**config.mk**
```make
export PLATFORM = sky130hd
export DESIGN_NAME = ysyx_22040237_mdu
export DESIGN_NICKNAME = d
export VERILOG_FILES = /design/src/rtl/ysyx_22040237_mdu.sv
export SDC_FILE = /design/constraint.sdc
export NUM_CORES = 2
export LEC_CHECK = 0
export BUFFER_PORTS_ARGS = -buffer_cell sky130_fd_sc_hd__buf_2
export CAP_MARGIN = 40
export CORE_AREA = 5 5 324 358
export CTS_BUF_LIST = sky130_fd_sc_hd__clkbuf_8
export DETAILED_ROUTE_END_ITERATION = 10
export DIE_AREA = 0 0 329 363
export SLEW_MARGIN = 20
export SYNTH_ARGS = -nofsm -noshare
export SYNTH_HDL_FRONTEND = slang
export SYNTH_SLANG_ARGS = --single-unit
```
**constraint.sdc**
```tcl
create_clock -name clk -period 9.3 [get_ports clk]
set_input_delay 0.465 -clock clk [delete_from_list [all_inputs] [get_ports clk]]
set_output_delay 0.465 -clock clk [all_outputs]
set_load 0.01 [all_outputs]
```
**src/rtl/ysyx_22040237_mdu.sv**
```systemverilog
// ysyx_22040237_mdu: iterative RV64M multiply/divide unit, one result bit per cycle.
// Define YSYX_22040237_MDU_WORD_EN (XLEN=64 only) to enable the W-suffixed ops.
module ysyx_22040237_mdu #(
    parameter int XLEN = 64
) (
    input  logic            clk,
    input  logic            rst,
    input  logic            flush,
    input  logic            in_valid,
    output logic            in_ready,
    input  logic [3:0]      op,
    input  logic [XLEN-1:0] src1,
    input  logic [XLEN-1:0] src2,
    output logic            out_valid,
    input  logic            out_ready,
    output logic [XLEN-1:0] result,
    output logic            out_err
);
`ifdef YSYX_22040237_MDU_WORD_EN
    localparam bit WEN = XLEN == 64;
`else
    localparam bit WEN = 1'b0;
`endif
    localparam int CW = $clog2(XLEN);
    typedef enum logic [1:0] {IDLE, CALC, DONE} state_e;

    state_e            state_q;
    logic [2*XLEN-1:0] a_q, acc_q, acc_d, prod;
    logic [XLEN-1:0]   b_q, b_d, quo, rem, raw, x1, x2, m1, m2, spec;
    logic [XLEN:0]     r_sh, diff;
    logic [CW-1:0]     cnt_q;
    logic [3:0]        op_q;
    logic              nq_q, nr_q, w_q, ww, dv, sg1, sg2, n1, n2, legal, dz, ovf;

    function automatic logic [XLEN-1:0] fmt(input logic w_i, input logic [XLEN-1:0] v);
        return w_i ? XLEN'($signed(v[31:0])) : v;
    endfunction

    assign in_ready = state_q == IDLE;

    // Request decode: operands are reduced to magnitudes plus sign flags.
    always_comb begin
        ww    = WEN && op[3];
        dv    = op[2];
        legal = !op[3] || (WEN && (op == 4'h8 || op[2]));
        sg1   = dv ? !op[0] : (op[1:0] == 2'd1 || op[1:0] == 2'd2);
        sg2   = dv ? !op[0] : op[1:0] == 2'd1;
        x1    = ww ? (sg1 ? XLEN'($signed(src1[31:0])) : XLEN'(src1[31:0])) : src1;
        x2    = ww ? (sg2 ? XLEN'($signed(src2[31:0])) : XLEN'(src2[31:0])) : src2;
        n1    = sg1 && x1[XLEN-1];
        n2    = sg2 && x2[XLEN-1];
        m1    = n1 ? -x1 : x1;
        m2    = n2 ? -x2 : x2;
        dz    = dv && x2 == '0;
        ovf   = dv && n1 && x2 == '1 && m1 == (ww ? XLEN'(1) << 31 : XLEN'(1) << (XLEN-1));
        spec  = dz ? (op[1] ? x1 : '1) : (op[1] ? '0 : x1);
    end

    // One iteration of the shared shift datapath plus final sign fix-up.
    always_comb begin
        r_sh  = {acc_q[XLEN-1:0], b_q[XLEN-1]};
        diff  = r_sh - {1'b0, a_q[XLEN-1:0]};
        acc_d = op_q[2] ? {XLEN'(0), diff[XLEN] ? r_sh[XLEN-1:0] : diff[XLEN-1:0]}
                        : acc_q + (b_q[0] ? a_q : '0);
        b_d   = op_q[2] ? {b_q[XLEN-2:0], ~diff[XLEN]} : b_q >> 1;
        prod  = nq_q ? -acc_d : acc_d;
        quo   = nq_q ? -b_d : b_d;
        rem   = nr_q ? -acc_d[XLEN-1:0] : acc_d[XLEN-1:0];
        raw   = op_q[2] ? (op_q[1] ? rem : quo)
                        : ((op_q[3] || op_q[1:0] == 2'd0) ? prod[XLEN-1:0] : prod[2*XLEN-1:XLEN]);
    end

    always_ff @(posedge clk) begin
        if (rst) begin
            state_q   <= IDLE;
            out_valid <= 1'b0;
            result    <= '0;
            out_err   <= 1'b0;
            cnt_q     <= '0;
            op_q      <= '0;
            nq_q      <= 1'b0;
            nr_q      <= 1'b0;
            w_q       <= 1'b0;
            a_q       <= '0;
            b_q       <= '0;
            acc_q     <= '0;
        end else if (flush) begin
            state_q   <= IDLE;
            out_valid <= 1'b0;
            cnt_q     <= '0;
        end else begin
            case (state_q)
                IDLE: if (in_valid) begin
                    op_q  <= op;
                    w_q   <= ww;
                    nq_q  <= n1 ^ n2;
                    nr_q  <= n1;
                    a_q   <= {XLEN'(0), dv ? m2 : m1};
                    b_q   <= dv ? (ww ? m1 << (XLEN-32) : m1) : m2;
                    acc_q <= '0;
                    cnt_q <= '0;
                    if (!legal || dz || ovf) begin
                        state_q <= DONE;
                        result  <= legal ? fmt(ww, spec) : '0;
                        out_err <= !legal;
                    end else begin
                        state_q <= CALC;
                    end
                end
                CALC: begin
                    acc_q <= acc_d;
                    b_q   <= b_d;
                    a_q   <= op_q[2] ? a_q : a_q << 1;
                    cnt_q <= cnt_q + 1'b1;
                    if (cnt_q == (w_q ? CW'(31) : CW'(XLEN-1))) begin
                        state_q <= DONE;
                        result  <= fmt(w_q, raw);
                        out_err <= 1'b0;
                    end
                end
                DONE: if (out_valid && out_ready) begin
                    state_q   <= IDLE;
                    out_valid <= 1'b0;
                end else begin
                    out_valid <= 1'b1;
                end
                default: state_q <= IDLE;
            endcase
        end
    end
endmodule
```
# Word level (Yosys, flattened, before mapping)
# Cells that the tools add are included.
word_totals:
  regBits: 400
  inputBits: 137
  output_inout_bits: 67
  elab_cells: 100
classes:
  n_addsub: 8
  n_eq_ne: 12
  n_mux: 43
  bitwise: 3
  reduce_logical: 23
ops:
  columns: ["operator", "n"]
  rows:
  - ["2-to-1 mux 64 bit", 19]
  - ["2-to-1 mux 128 bit", 6]
  - ["case mux 128 bit (2 select lines)", 2]
  - ["negation 64 bit", 4]
  - ["case mux 64 bit (2 select lines)", 2]
  - ["adder 128 bit", 1]
  - ["equality test 64 bit, second input constant", 2]
  - ["negation 128 bit", 1]
  - ["subtractor 65 x 64 -> 65 bit", 1]
  - ["logical NOT 64 bit", 1]
  - ["case mux 6 bit (2 select lines)", 1]
  - ["AND reduction 3 bit", 3]
  - ["2-to-1 mux 2 bit", 4]
  - ["!= test 2 bit, second input constant", 4]
  - ["logical AND 1 bit", 7]
  - ["adder 6 x 1 -> 6 bit, second input constant", 1]
  - ["equality test 6 bit, second input constant", 1]
  - ["2-to-1 mux 1 bit", 6]
  - ["2-to-1 mux 6 bit", 1]
  - ["case mux 2 bit (3 select lines)", 1]
  - ["AND reduction 5 bit", 1]
  - ["equality test 2 x 1 -> 1 bit, second input constant", 2]
  - ["equality test 2 bit, second input constant", 2]
  - ["logical NOT 2 bit", 2]
  - ["10 further kinds", 14]

# Logic depth before layout (Yosys ltp)
logic_depth:
  word_depth: 11
  ltp_mapped: 32
  mapped_depth_nobuf: 26

# Worst setup path before layout
# No wires, ideal clock.
synth_path:
  kind: "reg2reg"
  startpoint: "reg op_q[2]"
  endpoint: "reg result[52]"
  setup_ns: 0.144
  t_arrival_ns: 7.377
  required_ns: 9.156
  slack_ns: 1.779
  stages_incl_launch_ff: 28
  n_path_buf: 15
  synth_period_minus_slack_ns: 7.521
  path_cell_list: "dfxtp_1 buf_2 buf_2 buf_1 buf_2 buf_2 buf_2 buf_2 buf_2 buf_2 buf_1 buf_1 buf_2 buf_1 clkbuf_1 mux2i_1 ha_1 inv_1 or2_1 or4_1 buf_2 or4_4 or4_4 nor4_2 nor2_1 a211o_1 a2111oi_0 a2111oi_0"
synth_between:
  elab_chain_cells: 7
  elab_cells_between_ends: 13
  classes_between: "add/sub (3); mux (10)"
synth_lines:
  columns: ["element", "line", "source"]
  rows:
  - ["start: declaration", "32", "logic [3:0] op_q;"]
  - ["start signal: assignment", "94", "op_q <= op;"]
  - ["2-to-1 mux 128 bit / 2-to-1 mux 64 bit (equally long branches)", "63, 65", null]
  - ["negation 128 bit, or another cell as far along", "66", "prod = nq_q ? -acc_d : acc_d;"]
  - ["2-to-1 mux 128 bit, or another cell as far along", "66", null]
  - ["2-to-1 mux 64 bit (on tied branches)", "70, 69", null]
  - ["2-to-1 mux 64 bit (*)", "69", "raw = op_q[2] ? (op_q[1] ? rem : quo)"]
  - ["2-to-1 mux 64 bit (*)", "115", "if (cnt_q == (w_q ? CW'(31) : CW'(XLEN-1))) begin"]
  - ["case mux 64 bit (2 select lines) (*)", "92", "case (state_q)"]
  - ["end signal: assignment", "104", "result <= legal ? fmt(ww, spec) : '0;"]
  - ["end signal: assignment", "117", "result <= fmt(w_q, raw);"]
  - ["end: declaration", "16", "output logic [XLEN-1:0] result,"]
# Mark *: on every way between the ends. The rest lies on a longest branch, timed or not. The select of a mux whose other input is x is not followed.
# A chain may end at the register's enable or synchronous reset.

# Worst setup path in the final report
layout_path:
  startpoint: "reg a_q[26]"
  endpoint: "reg result[22]"
layout_between:
  elab_chain_cells: 9
  elab_cells_between_ends: 18
  classes_between: "add/sub (5); mux (12); bitwise (1)"
layout_lines:
  columns: ["element", "line", "source"]
  rows:
  - ["start: declaration", "28", "logic [2*XLEN-1:0] a_q, acc_q, acc_d, prod;"]
  - ["start signal: assignment", "98", "a_q <= {XLEN'(0), dv ? m2 : m1};"]
  - ["start signal: assignment", "113", "a_q <= op_q[2] ? a_q : a_q << 1;"]
  - ["2-to-1 mux 128 bit / subtractor 65 x 64 -> 65 bit (equally long branches)", "64, 62", null]
  - ["adder 128 bit, or another cell as far along", "64", ": acc_q + (b_q[0] ? a_q : '0);"]
  - ["2-to-1 mux 128 bit / 2-to-1 mux 64 bit (equally long branches)", "63, 65", null]
  - ["negation 128 bit, or another cell as far along", "66", null]
  - ["2-to-1 mux 128 bit, or another cell as far along", "66", null]
  - ["2-to-1 mux 64 bit (on tied branches)", "70, 69", null]
  - ["2-to-1 mux 64 bit (*)", "69", null]
  - ["2-to-1 mux 64 bit (*)", "115", null]
  - ["case mux 64 bit (2 select lines) (*)", "92", null]
# Marks and branches as above.

==> metrics.md <==
| Metric | Value |
|---|---|
| Result of the run | finished, final reports clean |
| Detailed placer's ending HPWL | 233,300 um |
| Worst-Skew Late Latency | 830 ps |
| # nets final | 7,492 |
| Critical path data arrival time | 8690 ps |
| Average cell area after synthesis | 6.688 sq um |
| Post-synthesis share of cell area spent on xor and xnor gates | 0.07351 |
| RSZ-0062 raised after global routing | no |
| Placed Area | 0.05061 sq mm |
| Fraction of synthesized area in multiplexers | 0.03737 |
| Combined global-route utilization of all metal layers | 0.4612 |
| Endpoint kind of the worst setup timing path | register |
| Adder-cell share of the synthesized area | 0.05777 |
| Element type at the critical path start | register |
| Clock network power share | 0.331 |
| H-tree level count | 3 |
| Fill cell count | 11,740 |
| Top-Level Pins | 204 |
| Sequential share of power | 0.304 |
| Worst voltage drop across the vdd grid | 0.09125 mV |
| Yosys cell types | 111 |
| Net Sw Frac | 0.4388 |
| Setup CP Type | reg2reg |
| Area of the die | 0.1194 sq mm |
| Layout Area Growth over Synthesis | 9.795% |
| Starting density of the core | 0.4271 |
| DIE HEIGHT | 363 um |
| Worst Hold Slack | 120.0 ps |
| Post-route cell area | 0.05246 sq mm |
| Vias/cell | 6.884 |
| Class of the most critical hold timing path | in2reg |
| First-pass iteration count of the detailed router | 7 |
| Total detailed-routing wirelength | 291,000 um |
| Time the final worst path needs with I/O delays and setup | 8045 ps |
| Number of flops mapped to enable cells by yosys | 0 |
| CTS Sinks | 400 |
| Final-report max-slew violation count | 0 |
| Register bit total from synthesis | 400 |
| Maximum clock skew at final layout | 52.50 ps |
| Remaining routing DRC violations | 0 |
| Most common cell after layout, fill and taps aside | nor2_1 |
| Number of global-route vias before repair | 54,590 |
| Detailed router's first-iteration violation count | 8,829 |
| Pin count of the biggest net entering global routing | 164 |
| Async SR Flop Fraction | 0 |
| Number of buffers added by the clock tree synthesis step | 81 |
| Final worst setup slack | 1255 ps |
| Area of the mapped netlist | 0.04778 sq mm |
| Synthesized netlist net count | 7,481 |
| Initial antenna violation count | 25 |
| Synth Flop Type | dfxtp_1 |
| Number of maximum-capacitance constraint violations | 0 |
| Wirelength per Cell | 33.30 um |
| Post-synthesis share of cell area spent on and, or, nand and nor gates | 0.3010 |
| Fraction of the mapped netlist area in compound gates | 0.3086 |
| Synthesized instance count | 7,143 |
| Comb power frac | 0.365 |
| Worst-margin pin slew | 1121 ps |
| Count of instances resized after the clock tree is built | 0 |
| Total grt overflow | 0 |
| Count of endpoints failing setup in the final report | 0 |
| Pwr per Cell Area | 118.1 mW/mm^2 |
| Remaining max-slew budget at the tightest pin | 0.2524 |
| Fraction of layout instances using a drive strength above 1 | 0.1030 |
| Leakage power total | 20.09 nW |
| Sequential element share of the synthesized area | 0.1676 |
| Post-route ant nets | 0 |
| Crit share post-route | 0.8651 |
| Worst-case clock buffer depth | 3 |
| Number of vias in the routed layout | 60,150 |
| Internal Power | 0.003476 W |
| Global placer's final weighted congestion | 1.134 |
| First-pass GRT wire length | 402,200 um |
| Peak fanout along the critical path | 22 |
| Horizontal die dimension | 329 um |
| Number of I/O port buffers | 203 |
| Net switching power | 0.002718 W |
| Clock edge transition at the registers on the reported setup and hold paths | 70 ps |
| Data required, critical path | 9950 ps |
| Placeable Area | 0.1119 sq mm |
| Commonest cells after routing, fill and taps aside | nor2_1, nand2_1, a21oi_1, o21ai_0, dfxtp_1 |
| Flop2flop setup slack | 1250 ps |
| Largest family of logic cells by synthesized area | compound AO/OA/AOI/OAI gates |
| Yosys warning count | 0 |
| Max Freq | 124.3 MHz |
| Count of standard-cell rows | 129 |
| Pre-CTS setup slack | 1617 ps |
| CTS tree | built |
| Cell chosen for the clock root | clkbuf_8 |
| Final Hold Viols | 0 |
| Setup TNS after final layout | 0 ps |
cells by family after synthesis:
logic type | count (synthesis)
fa+ha+maj | 224
mux | 175
buf+inv | 668
compound gates | 2229
xor+xnor | 401
simple gates | 3046
flops | 400
critical path, stage by stage (launching register included):
cell	delay [ps]
dfxtp_1	660
inv_1	270
ha_1	460
nand2_1	210
o21ai_0	300
a21oi_1	90
o21bai_1	310
o2111ai_1	180
buf_4	250
a21oi_2	130
buf_4	320
nor2_4	80
o211ai_1	150
o21ai_0	220
inv_1	130
ha_1	170
inv_1	70
or2_1	300
or4_1	700
or4_4	590
or4_1	920
nor3_2	550
o21ai_0	270
a21oi_1	390
nor4_1	110
stage by stage:
| step | total power [W] | std cells | utilization |
|---|---|---|---|
| floorplan | 0.003110 | 7143 | - |
| global placement | 0.004036 | 8529 | 0.4500 |
| detailed placement | 0.004050 | 8564 | 0.4525 |
| CTS | 0.006078 | 8713 | 0.4679 |
| global route | 0.006330 | 8725 | 0.4687 |
| finish | 0.006193 | 8737 | 0.4690 |
sequential cells by signal, summed over array words and instances (netlist names):
| signal | cells |
|---|---|
| a_q | 128 |
| acc_q | 128 |
| b_q | 64 |
| cnt_q | 6 |
| nq_q | 1 |
| nr_q | 1 |
| op_q | 4 |
| out_err | 1 |
| out_valid | 1 |
| result | 64 |
| state_q | 2 |
cell usage after synthesis, drive strengths merged (29+ instances only):
| cell | n | area share |
|---|---|---|
| xor2 | 183 | 0.034 |
| o21ai | 437 | 0.046 |
| a2111oi | 31 | 0.0057 |
| nor2b | 48 | 0.0063 |
| buf | 86 | 0.0085 |
| and3 | 65 | 0.0085 |
| o21bai | 29 | 0.0046 |
| a211oi | 224 | 0.036 |
| nor4 | 84 | 0.012 |
| nand2b | 62 | 0.0081 |
| nor3 | 222 | 0.024 |
| a21oi | 585 | 0.062 |
| mux2i | 148 | 0.031 |
| or2 | 52 | 0.0068 |
| nand2 | 789 | 0.062 |
| o221ai | 42 | 0.0080 |
| dfxtp | 400 | 0.17 |
| a311oi | 63 | 0.012 |
| ha | 199 | 0.052 |
| o21a | 70 | 0.011 |
| nor2 | 1036 | 0.082 |
| a21o | 79 | 0.012 |
| and2 | 171 | 0.022 |
| nand3 | 157 | 0.017 |
| nand4 | 169 | 0.022 |
| o31ai | 79 | 0.013 |
| or3 | 70 | 0.0093 |
| a221oi | 32 | 0.0059 |
| a31oi | 68 | 0.0089 |
| clkbuf | 431 | 0.034 |
| o211ai | 72 | 0.011 |
| inv | 148 | 0.012 |
| xnor2 | 218 | 0.040 |
| a22oi | 180 | 0.028 |
power groups by stage:
| stage | registers, W | clock network [W] | logic (W) |
|---|---|---|---|
| floorplan | 0.00187 | 0 | 0.00124 |
| global placement | 0.00191 | 0 | 0.00213 |
| CTS | 0.00187 | 0.00205 | 0.00215 |
| global route | 0.00188 | 0.00213 | 0.00232 |
| detailed placement | 0.00191 | 0 | 0.00214 |
| finish | 0.00188 | 0.00205 | 0.00226 |
final timing paths:
kind,start,end,cells past startpoint
min,rst,out_err,2
min reg2reg,out_err,out_err,2
max,a_q[26],result[22],24
max reg2reg,a_q[26],result[22],24
per-layer routing:
metal,share of wire,track usage
met1,0.38,0.5667
met2,0.41,0.6859
met3,0.11,0.1168
met4,0.10,0.3640
met5,0.00089,0
cell type report:
cell class | count | area (sq um) | area share
Multi-Input combinational cell | 6075 | 37340 | 0.7119
Clock inverter | 53 | 421.7 | 0.008038
Tap cell | 1506 | 1884 | 0.03592
Timing Repair Buffer | 445 | 2917 | 0.05560
Inverter | 151 | 568.0 | 0.01083
Antenna cell | 15 | 37.54 | 0.0007156
Sequential cell | 400 | 8019 | 0.1529
Clock buffer | 92 | 1266 | 0.02414
repair_timing:
item	CTS	global route
hold buffers	4	0
setup buffers	0	0
endpoints found under the hold margin	5	0
Power figures use the tool's default switching activity.
